File: config.mk
export PLATFORM = sky130hd
export DESIGN_NAME = stopwatch_ctrl
export DESIGN_NICKNAME = d
export VERILOG_FILES = /design/src/rtl/stopwatch_ctrl_pkg.sv /design/src/rtl/stopwatch_ctrl_segment7.sv /design/src/rtl/stopwatch_ctrl.sv
export SDC_FILE = /design/constraint.sdc
export NUM_CORES = 1
export LEC_CHECK = 0
export BUFFER_PORTS_ARGS = -buffer_cell sky130_fd_sc_hd__buf_4
export CORE_MARGIN = 4
export CORE_UTILIZATION = 30
export CTS_CLUSTER_SIZE = 10
export DETAILED_ROUTE_END_ITERATION = 7
export PLACE_DENSITY = 0.51
export SYNTH_ARGS = -nofsm -noshare
export SYNTH_HDL_FRONTEND = slang
export SYNTH_SLANG_ARGS = --single-unit
File: constraint.sdc
create_clock -name clk -period 2.8 [get_ports clk]
set_clock_uncertainty 0.05 [all_clocks]
set_input_delay 0.28 -clock clk [delete_from_list [all_inputs] [get_ports clk]]
set_output_delay 0.28 -clock clk [all_outputs]
set_load 0.005 [all_outputs]
File: src/rtl/stopwatch_ctrl_pkg.sv
// Shared definitions for the four-digit BCD stopwatch: state encoding,
// digit limits and the BCD increment helper used by the count cascade.
package stopwatch_ctrl_pkg;

  typedef enum logic [1:0] {
    StIdle    = 2'd0,
    StRun     = 2'd1,
    StPause   = 2'd2,
    StInvalid = 2'd3
  } state_t;

  localparam logic [3:0] BcdMax    = 4'd9;
  localparam int         NumDigits = 4;

  // Increments a packed four-digit BCD value; bit 16 of the result is the
  // carry out of the top digit, i.e. the 9999 -> 0000 wrap.
  function automatic logic [16:0] bcdInc(input logic [15:0] value);
    logic [15:0] result;
    logic        carry;
    result = value;
    carry  = 1'b1;
    for (int k = 0; k < NumDigits; k++) begin
      if (carry) begin
        if (value[4*k +: 4] >= BcdMax) begin
          result[4*k +: 4] = 4'd0;
        end else begin
          result[4*k +: 4] = value[4*k +: 4] + 4'd1;
          carry            = 1'b0;
        end
      end
    end
    return {carry, result};
  endfunction

endpackage

File: src/rtl/stopwatch_ctrl_segment7.sv
// Hex-to-seven-segment decoder, active-low segments ordered {g,f,e,d,c,b,a}.
module segment7 (
  input  logic [3:0] bcd_i,
  output logic [6:0] seg_o
);

  // Pure lookup of the 0-F glyph for the selected digit.
  always_comb begin
    seg_o = 7'b1111111;
    case (bcd_i)
      4'h0: seg_o = 7'b1000000;
      4'h1: seg_o = 7'b1111001;
      4'h2: seg_o = 7'b0100100;
      4'h3: seg_o = 7'b0110000;
      4'h4: seg_o = 7'b0011001;
      4'h5: seg_o = 7'b0010010;
      4'h6: seg_o = 7'b0000010;
      4'h7: seg_o = 7'b1111000;
      4'h8: seg_o = 7'b0000000;
      4'h9: seg_o = 7'b0010000;
      4'hA: seg_o = 7'b0001000;
      4'hB: seg_o = 7'b0000011;
      4'hC: seg_o = 7'b1000110;
      4'hD: seg_o = 7'b0100001;
      4'hE: seg_o = 7'b0000110;
      4'hF: seg_o = 7'b0001110;
      default: seg_o = 7'b1111111;
    endcase
  end

endmodule

File: src/rtl/stopwatch_ctrl.sv
// Four-digit BCD stopwatch: run/pause/clear FSM, count prescaler, decimal
// cascade and a time-multiplexed common-anode display driver.
module stopwatch_ctrl
  import stopwatch_ctrl_pkg::*;
#(
  parameter int TICK_DIV = 500000,
  parameter int SCAN_DIV = 50000
) (
  input  logic        clk,
  input  logic        rst,
  input  logic        start_stop,
  input  logic        clear,
  output logic [6:0]  seg,
  output logic [3:0]  an,
  output logic [15:0] digits,
  output logic        running,
  output logic        overflow
);

  localparam int PW = (TICK_DIV > 2) ? $clog2(TICK_DIV) : 1;
  localparam int SW = (SCAN_DIV > 2) ? $clog2(SCAN_DIV) : 1;
  localparam logic [PW-1:0] PrescLast = PW'(TICK_DIV - 1);
  localparam logic [SW-1:0] ScanLast  = SW'(SCAN_DIV - 1);

  state_t        state_q;
  logic          running_q;
  logic [PW-1:0] presc_q;
  logic [15:0]   digits_q;
  logic          overflow_q;
  logic [SW-1:0] scanCnt_q;
  logic [1:0]    digitIdx_q;
  logic [3:0]    an_q;
  logic [6:0]    seg_q;

  logic          tick;
  logic          goIdle;
  logic [16:0]   incResult;
  logic [3:0]    scanDigit;
  logic [6:0]    segDecoded;

  assign tick      = (state_q == StRun) && (presc_q == PrescLast);
  assign incResult = bcdInc(digits_q);
  assign scanDigit = digits_q[{digitIdx_q, 2'b00} +: 4];

  // Clear only acts outside RUN; the unused encoding also falls back to IDLE.
  always_comb begin
    goIdle = 1'b0;
    case (state_q)
      StIdle, StPause: goIdle = clear;
      StRun:           goIdle = 1'b0;
      default:         goIdle = 1'b1;
    endcase
  end

  // Run/pause/clear state machine with the running flag registered alongside.
  always_ff @(posedge clk) begin
    if (rst) begin
      state_q   <= StIdle;
      running_q <= 1'b0;
    end else begin
      case (state_q)
        StIdle: begin
          if (!clear && start_stop) begin
            state_q   <= StRun;
            running_q <= 1'b1;
          end
        end
        StRun: begin
          if (start_stop) begin
            state_q   <= StPause;
            running_q <= 1'b0;
          end
        end
        StPause: begin
          if (clear) begin
            state_q   <= StIdle;
            running_q <= 1'b0;
          end else if (start_stop) begin
            state_q   <= StRun;
            running_q <= 1'b1;
          end
        end
        default: begin
          state_q   <= StIdle;
          running_q <= 1'b0;
        end
      endcase
    end
  end

  // Prescaler and BCD count; phase is kept across pauses so resumes are exact.
  always_ff @(posedge clk) begin
    if (rst || goIdle) begin
      presc_q    <= '0;
      digits_q   <= 16'h0000;
      overflow_q <= 1'b0;
    end else begin
      if (state_q == StRun) begin
        presc_q <= (presc_q == PrescLast) ? '0 : presc_q + PW'(1);
      end
      if (tick) begin
        digits_q <= incResult[15:0];
        if (incResult[16]) begin
          overflow_q <= 1'b1;
        end
      end
    end
  end

  // Free-running display scan; seg and an are registered in the same edge.
  always_ff @(posedge clk) begin
    if (rst) begin
      scanCnt_q  <= '0;
      digitIdx_q <= 2'd0;
      an_q       <= 4'b1110;
      seg_q      <= 7'b1000000;
    end else begin
      scanCnt_q <= (scanCnt_q == ScanLast) ? '0 : scanCnt_q + SW'(1);
      if (scanCnt_q == ScanLast) begin
        digitIdx_q <= digitIdx_q + 2'd1;
      end
      an_q  <= ~(4'b0001 << digitIdx_q);
      seg_q <= segDecoded;
    end
  end

  segment7 u_segment7 (
    .bcd_i (scanDigit),
    .seg_o (segDecoded)
  );

  assign seg      = seg_q;
  assign an       = an_q;
  assign digits   = digits_q;
  assign running  = running_q;
  assign overflow = overflow_q;

endmodule

==> results.md <==
- First-pass GRT wire length: about 12 mm
- Status: finished, final reports clean
- Reg area: about 1400 um2
- Final min period: between 2000 and 2500 ps
- Netlist cell types: between 40 and 50
- Slack of the critical path: 467.4 ps
- CTS tree: done
- Final nets: 449
- DRC errors left: 0
- Async set or reset register ratio after synthesis: 0%
- Reg2Reg Setup Slack: between 400 and 500 ps
- Grt met3 use: between 3 and 4%
- Most area-consuming cells after synthesis: dfxtp_1 (40%), ha_1 (8.9%), nor2_1 (7.3%), xor2_1 (5.2%), xnor2_1 (3.4%)
- # rows: 38
- IO Count: 33
- Num CTS Buffers: 9
- Slew @ Worst Pin: 899.4 ps
- Startpoint Class: flip-flop
- Grt met2 use: 17.41%
- GR Util met1: 16.02%
- Syn avg cell area: 8.745 um2
- Final period utilization: 83.31%
- Share of the synthesized area in the top cell type: 40.33%
- Worst Hold Depth: 3
- Register area share after synthesis: 40.33%
- Total number of vias: 2730
- Reg-to-Reg End: digits[12]$_SDFFE_PP0P_
- Clock transition at the registers of the reported paths: 60 ps
- Pre-CTS setup slack: around 510 ps
- CP max FO: 10
- Post-CTS Setup Inserts: 0
- H-tree levels: 3
- EDFF count, synth: 0
- Die ar.: roughly 13000 um2
- Total grt overflow: 0
- Maxcap violations: 0
- Tot GR Track Use: 11.94%
- Area added between synthesis and finish: 22.02%
- Post_cts resized: 0
- WHS: 177.0 ps
- Fin util: 37.67%
- Final number of setup-violating endpoints: 0
- Critical hold path startpoint: start_stop
- Rel. slew slack: 39.54%
- HPWL Detailed: 5.162 mm
- PD cells: 572.8 nW/um2
- Peak Freq: 428.7 MHz
- Synth Register Bits: 68
- Iter 0 DRT Violations: 103
- Area of the multi-input gates: 1893 um2
- Net Count, Synth: ~410
- Core box area: 10940 um2
- Total leakage power: 1.581 nW
- Reg2reg path depth: 7
- CP Capture Type: flip-flop
- Clock tree sinks: just under 70
- Ys Warns: 0
- Die boundary width: roughly 110 um
- Final Hold Viols: 0
- Clk buf depth: 2
- Dominant cell type by area after synthesis: dfxtp_1
- Routed length per instance: 12.86 um
- Worst VDD drop: ~280 uV
- Avg Vias per Cell: 4.823
- Starting Density: 30.87%
- CP arrival: 2510 ps
- GR peak layer: met2
- Die height: 114.1 um
- Synthesized area: between 3000 and 4000 um2
- Total routed wirelength: about 7.3 mm
- RSZ-0062 raised after global routing: no
- Post-Synthesis Cells: slightly below 400
- Clk_lat worst skew: approximately 340 ps
- Post-CTS Hold Buffers: 0
- Worst Setup Path Type: flip-flop to flip-flop
- Final Max Tran Viols: 0
- Pre-Repair DR Iteration Count: 4
- Final TNS setup: 0 ps
- Layout cells sized above 1: 15.02%
- Clk root buf: clkbuf_16
- PortBufs: 32
- Pin count of the biggest net entering global routing: 22
- GPL Wtd Cong: about 0.8
- Hold Crit Endpoint: state_q[1]$_SDFFE_PP0P_
- Antenna-violating nets left: 0
- Worst hold path type: input port to flip-flop
- # fillers: ~1100
- Diodes inserted: 0
- Initial antenna violation count: 0
- Reg-to-Reg Start: digits[0]$_SDFFE_PP0P_
- Most frequent cell after synthesis: dfxtp_1
- Synth Flop Type: dfxtp_1
- Post-synth top cells: dfxtp_1 (68), nor2_1 (66), nand2_1 (27)
- WP data required: 2980 ps
- Number of global-route vias before repair: 2557
worst max path at each step:
stage                                from                 endpoint  slack [ps]  cells after the start
3_5_place_dp       digits[0]$_SDFFE_PP0P_  digits[12]$_SDFFE_PP0P_         510                      7
4_1_cts            digits[0]$_SDFFE_PP0P_  digits[12]$_SDFFE_PP0P_         480                      7
3_3_place_gp       digits[0]$_SDFFE_PP0P_  digits[12]$_SDFFE_PP0P_         560                      7
2_1_floorplan  digitIdx_q[0]$_SDFFE_PP0N_        seg[6]$_SDFF_PP1_         640                      5
6_report           digits[0]$_SDFFE_PP0P_  digits[12]$_SDFFE_PP0P_         470                      7
5_1_grt            digits[0]$_SDFFE_PP0P_  digits[12]$_SDFFE_PP0P_         280                      7
state kept, by name, summed over array words and instances (netlist names):
name and flops:
state_q 2, presc_q 19, an 4, overflow 1
digitIdx_q 2, scanCnt_q 16, digits 16, seg 7
running 1
critical path, cell delays in order, from the launching register on:
cell and delay, ps:
dfxtp_1 470, inv_1 100, ha_1 200, inv_1 50, o31ai_1 160, nor4_2 830
a21oi_1 160, o21a_1 210
kinds of logic after synthesis:
kind of cell    count (synthesis)  share of synthesized area (%)
flops                          68                          40.33
buf+inv                        31                          3.595
simple gates                  177                          26.54
mux                             8                          3.929
xor+xnor                       33                          8.562
fa+ha+maj                      24                          8.896
compound gates                 45                          8.154
report_power, final:
group          internal (W)  leakage (nW)  switching (W)
clock              0.000917         0.173       0.000414
combinational     0.0000156         0.859      0.0000317
sequential         0.000975         0.549     0.00000671
total               0.00191          1.58       0.000453
layer usage:
metal	part of all wire, %	up-vias
met3	5.3	10
met4	2.2	0
met5	0	-
li1	-	1398
met2	43	55
met1	50	1267
through the flow:
| stage | area [um2] | cells | total power (W) |
|---|---|---|---|
| finish | 4119 | 566 | 0.002359 |
| global route | 4119 | 566 | 0.002450 |
| CTS | 4119 | 566 | 0.002404 |
| detailed placement | 3767 | 550 | 0.001050 |
| global placement | 3767 | 550 | 0.001050 |
| floorplan | 3376 | 386 | 0.001034 |
final cells by class:
| type | count | area share [%] |
|---|---|---|
| multi-input combinational | 287 | 45.96 |
| inverter | 20 | 1.823 |
| clock inverter | 4 | 2.309 |
| tap | 140 | 4.253 |
| clock buffer | 12 | 6.227 |
| timing repair buffer | 35 | 6.379 |
| sequential | 68 | 33.05 |
placed cells by master (no fill, tap or decap), drive strengths merged, types with 3 or more instances in the layout:
| cell type | netlist | layout |
|---|---|---|
| a21oi | 22 | 22 |
| and3 | 8 | 8 |
| buf | 4 | 35 |
| bufinv | 0 | 3 |
| clkbuf | 7 | 12 |
| dfxtp | 68 | 68 |
| ha | 24 | 24 |
| inv | 20 | 20 |
| mux4 | 4 | 4 |
| nand2 | 27 | 27 |
| nand2b | 9 | 9 |
| nand3 | 22 | 22 |
| nand4 | 9 | 9 |
| nand4b | 6 | 6 |
| nor2 | 66 | 66 |
| nor2b | 3 | 3 |
| nor3 | 10 | 10 |
| nor4 | 4 | 4 |
| o21ai | 8 | 8 |
| o31ai | 4 | 4 |
| or2 | 3 | 3 |
| xnor2 | 13 | 13 |
| xor2 | 20 | 20 |
Power figures use the tool's default switching activity.
